[src/rtl/proc_pkg.sv]
// Shared definitions for the bus-datapath control unit: opcodes, IR field
// positions and the FSM state type.
package proc_pkg;

  localparam logic [2:0] OP_MV  = 3'b000;
  localparam logic [2:0] OP_MVI = 3'b001;
  localparam logic [2:0] OP_ADD = 3'b010;
  localparam logic [2:0] OP_SUB = 3'b011;

  // Instruction layout: III XXX YYY
  localparam int unsigned OP_MSB  = 8;
  localparam int unsigned OP_LSB  = 6;
  localparam int unsigned RX_MSB  = 5;
  localparam int unsigned RX_LSB  = 3;
  localparam int unsigned RY_MSB  = 2;
  localparam int unsigned RY_LSB  = 0;
  // Opcode LSB distinguishes add (0) from sub (1)
  localparam int unsigned SUB_BIT = 6;

  typedef enum logic [1:0] {
    StIdle = 2'd0,
    StT1   = 2'd1,
    StT2   = 2'd2,
    StT3   = 2'd3
  } state_e;

endpackage

[src/rtl/dec3to8.sv]
// 3-bit to one-hot 8 decoder with enable; all outputs low when disabled.
module dec3to8 (
  input  logic       en_i,
  input  logic [2:0] sel_i,
  output logic [7:0] out_o
);

  always_comb begin
    out_o = '0;
    if (en_i) begin
      out_o[sel_i] = 1'b1;
    end
  end

endmodule

[src/rtl/proc_control_fsm.sv]
// Multi-cycle control unit: latches an instruction in IDLE, then drives bus
// selects, register write enables and ALU controls over T1..T3.
module proc_control_fsm
  import proc_pkg::*;
#(
  parameter int unsigned IW   = 9,
  parameter int unsigned NREG = 8
) (
  input  logic            clock,
  input  logic            reset,
  input  logic            run,
  input  logic [IW-1:0]   din,
  output logic [2:0]      regNumSelect,
  output logic            regSelEn,
  output logic            Rselect,
  output logic            Iselect,
  output logic [NREG-1:0] regIn,
  output logic            aIn,
  output logic            gIn,
  output logic            addSub,
  output logic            done,
  output logic            illegal,
  output logic            busy
);

  state_e        state_q, state_d;
  logic [IW-1:0] ir_q, ir_d;
  logic          wr_en;

  logic [2:0] op, rx, ry;
  assign op = ir_q[OP_MSB:OP_LSB];
  assign rx = ir_q[RX_MSB:RX_LSB];
  assign ry = ir_q[RY_MSB:RY_LSB];

  always_ff @(posedge clock or posedge reset) begin
    if (reset) begin
      state_q <= StIdle;
      ir_q    <= '0;
    end else begin
      state_q <= state_d;
      ir_q    <= ir_d;
    end
  end

  always_comb begin
    state_d      = state_q;
    ir_d         = ir_q;
    regNumSelect = 3'b000;
    regSelEn     = 1'b0;
    Rselect      = 1'b0;
    Iselect      = 1'b0;
    wr_en        = 1'b0;
    aIn          = 1'b0;
    gIn          = 1'b0;
    addSub       = 1'b0;
    done         = 1'b0;
    illegal      = 1'b0;

    unique case (state_q)
      StIdle: begin
        if (run) begin
          ir_d    = din;
          state_d = StT1;
        end
      end
      StT1: begin
        case (op)
          OP_MV: begin
            regSelEn     = 1'b1;
            regNumSelect = ry;
            wr_en        = 1'b1;
            done         = 1'b1;
            state_d      = StIdle;
          end
          OP_MVI: begin
            // Immediate comes straight off din this cycle via the sign extender
            Iselect = 1'b1;
            wr_en   = 1'b1;
            done    = 1'b1;
            state_d = StIdle;
          end
          OP_ADD, OP_SUB: begin
            regSelEn     = 1'b1;
            regNumSelect = rx;
            aIn          = 1'b1;
            state_d      = StT2;
          end
          default: begin
            done    = 1'b1;
            illegal = 1'b1;
            state_d = StIdle;
          end
        endcase
      end
      StT2: begin
        regSelEn     = 1'b1;
        regNumSelect = ry;
        gIn          = 1'b1;
        addSub       = ir_q[SUB_BIT];
        state_d      = StT3;
      end
      StT3: begin
        Rselect = 1'b1;
        wr_en   = 1'b1;
        done    = 1'b1;
        state_d = StIdle;
      end
    endcase
  end

  assign busy = (state_q != StIdle);

  dec3to8 u_dec_regin (
    .en_i  (wr_en),
    .sel_i (rx),
    .out_o (regIn)
  );

endmodule

[config.mk]
export PLATFORM = sky130hd
export DESIGN_NAME = proc_control_fsm
export DESIGN_NICKNAME = d
export VERILOG_FILES = /design/src/rtl/proc_pkg.sv /design/src/rtl/dec3to8.sv /design/src/rtl/proc_control_fsm.sv
export SDC_FILE = /design/constraint.sdc
export NUM_CORES = 1
export LEC_CHECK = 0
export CORE_MARGIN = 2
export CORE_UTILIZATION = 38
export CTS_CLUSTER_DIAMETER = 40
export CTS_CLUSTER_SIZE = 12
export DETAILED_ROUTE_END_ITERATION = 7
export DONT_BUFFER_PORTS = 1
export RECOVER_POWER = 25
export SLEW_MARGIN = 20
export SYNTH_ARGS = -nofsm -noshare
export SYNTH_HDL_FRONTEND = slang
export SYNTH_HIERARCHICAL = 1
export SYNTH_SLANG_ARGS = --single-unit
[constraint.sdc]
create_clock -name clock -period 1.71 [get_ports clock]
set_input_delay 0.342 -clock clock [delete_from_list [all_inputs] [get_ports clock]]
set_output_delay 0.342 -clock clock [all_outputs]
set_load 0.05 [all_outputs]
==> impl_metrics.ini <==
[outcome]
status = finished with violations
violations = setup timing

[pwr]
swShare = 0.481
leakagePower_nw = 0.572
p_switching_mw = 1.39
pwr-share-comb = 0.721
power_mw = 2.88
power_density_nw_per_um2 = 2180
pwr-share-seq = 0.220
pwr-share-clk = 0.060
ir_drop_mv = 1.62
intPower_mw = 1.49

[sta]
fin_tns_setup_ps = -3350
post-route-min-period_ps = 1990
slew_violations = 0
rsz0062_at_grt = true
setup_ws_ps = -279
hold_violations = 0
setup_viol = 16
worstMarginPinSlew_ps = 429
fmax_mhz = 503
clock_skew_ps = 10.3
slew_headroom = 0.714
fin_crit_sh = 1.16

[drt]
wire_per_inst_microns = 15.8
drt-total-wl_microns = 1900
postRouteAntennaNets = 0
vias = 639
drc = 0
routed_via_density = 5.33
drt_pass1_iterations = 4
drtIter0Drc = 9

[setup_path]
path_class = flip-flop to output port
cp.required_ps = 1370
cp-end-kind = output port
critical_path.max_fanout = 4
cp.arrival_ps = 1650
cp-start-kind = flip-flop

[placed_design]
place.port_buffers = 0
pre_cts_ws_ps = -44.9
gp_congestion = 0.824
dp_hpwl_microns = 1400

[clock_network]
cts_root_buffer = clkbuf_4
insertion_delay_ps = 260
htreeDepth = 1
cts_made_buffers = 3
cts_tree = built
clockBufferDepth = 2
clkSinkCount = 11
clk_pin_slew_ps = 70

[logic_synthesis]
ys_seq_elements = 11
syn_nets = 77
synth_area_sq_um = 727
ys_warn_count = 6
yosys.cell_types.count = 25
synth_cells = 60
avgSynthCellArea_sq_um = 12.1
seq_area_frac_synth = 0.379

[cells_and_area]
area_delta_synth_final_pct = 82.1
regArea_sq_um = 279
diodes = 0
drive_gt1_frac = 0.779
multi_input_area_sq_um = 531
finalNetCount = 113
filler_cell_count = 133

[floorplan]
die_height_microns = 47.7
dieArea_sq_um = 2280
num_io_pins = 32
start_util = 0.412
die_w_microns = 47.7
fp-row-count = 15
coreArea_sq_um = 1760

[run]
drv_cap = 0

[global_routing]
grt_max_degree = 12
antenna_found_initial = 0
grt_pass1_vias = 595
overflow = 0
grt_pass1_wl_microns = 3000
grt.total_usage = 0.193

[hold_path]
worst_hold_path_type = primary input to flip-flop
## cells in the final DEF, fill, tap and decap left out, drive strengths merged, types with 2 or more instances in the layout
cell type,synthesis,final
buf,0,30
inv,6,6
dfrtp,11,11
mux2,10,10
and2,3,3
a21oi,2,2
ha,5,5
and4bb,3,3
nand2b,2,2
a32o,3,3
clkbuf,0,4
and4b,3,3
## Yosys cell counts
cell type | number | share of area
and3b_4 | 1 | 0.017
nor2_1 | 1 | 0.0052
ha_1 | 5 | 0.086
nor3b_1 | 1 | 0.010
and2b_1 | 1 | 0.010
nand2b_1 | 1 | 0.0086
o21bai_1 | 1 | 0.010
and2_4 | 1 | 0.012
nor4b_2 | 1 | 0.021
nand2_2 | 1 | 0.0086
and2_1 | 1 | 0.0086
nor3_1 | 1 | 0.0069
nand2b_4 | 1 | 0.019
o21ai_0 | 1 | 0.0069
a21oi_1 | 2 | 0.014
and4_2 | 1 | 0.014
and4b_2 | 3 | 0.046
dfrtp_1 | 11 | 0.38
mux2_2 | 10 | 0.15
and4bb_2 | 3 | 0.052
and2_2 | 1 | 0.010
o21a_1 | 1 | 0.010
a32o_1 | 3 | 0.041
o31ai_2 | 1 | 0.017
inv_1 | 6 | 0.031
## worst max-delay path, cell delays in order (launching register included)
cell and delay [ps]:
dfrtp_2 450, ha_4 190, and3b_4 180, and2_4 160, a32o_2 250, buf_12 150
## cell type report
cell class	instances	area share
clock buffer	4	0.0198
inverter	6	0.0189
multi-input combinational	43	0.401
sequential	11	0.211
tap	25	0.0236
timing repair buffer	31	0.326
## power by group through the flow
stage	clock network [mW]	registers, mW	logic [mW]
3_3_place_gp	0	0.598	1.80
2_1_floorplan	0	0.563	1.22
3_5_place_dp	0	0.611	1.83
5_1_grt	0.195	0.667	2.18
6_report	0.172	0.633	2.08
4_1_cts	0.180	0.627	2.03
## sequential cells by signal, indices dropped and copies added, names as in the netlist, named ones only
name	flops
state_q	1
ir_q	9
## cells by family after synthesis
kind of cell             Yosys count  share of synthesized area
AND/OR/NAND/NOR                   19                      0.250
flip-flops                        11                      0.379
multiplexers                      10                      0.155
AO/OA/AOI/OAI                      9                     0.0998
buffers and inverters              6                     0.0310
adder cells (fa/ha/maj)            5                     0.0861
## what timing repair did
item,in CTS,in global routing
hold buffers,1,0
endpoints found under the hold margin,11,0
buffers inserted,4,2
pin swaps,4,4
gates resized for setup,17,2
endpoints found under the setup margin,16,16
## path summary, 6_finish.rpt
kind,cells after the start,to,startpoint,slack (ps)
worst max-delay path,5,regNumSelect[0],state_q[0],-280
worst min-delay path,1,ir_q[1],din[1],220
worst max register to register,8,state_q[0],state_q[0],180
worst min register to register,1,ir_q[1],ir_q[1],520
max in group asynchronous,2,ir_q[7],reset,870
min in group asynchronous,2,ir_q[0],reset,510
## per-layer routing
| layer | vias to the layer above | track usage | wire (microns) |
|---|---|---|---|
| li1 | 301 | - | - |
| met1 | 318 | 0.270 | 832 |
| met2 | 18 | 0.309 | 978 |
| met3 | 2 | 0.0226 | 73 |
| met4 | 0 | 0.0649 | 12 |
| met5 | - | 0 | 0 |
## stage by stage
| step | utilization | cells | instance area (sq um) | hold WS, ps |
|---|---|---|---|---|
| after global routing | 0.750 | 120 | 1320 | 211 |
| final | 0.750 | 120 | 1320 | 222 |
| after detailed placement | 0.662 | 109 | 1170 | 252 |
| after floorplan | - | 60 | 795 | 194 |
| after CTS | 0.737 | 118 | 1300 | 216 |
| after global placement | 0.662 | 109 | 1170 | 249 |
(Power assumes the default switching activity.)
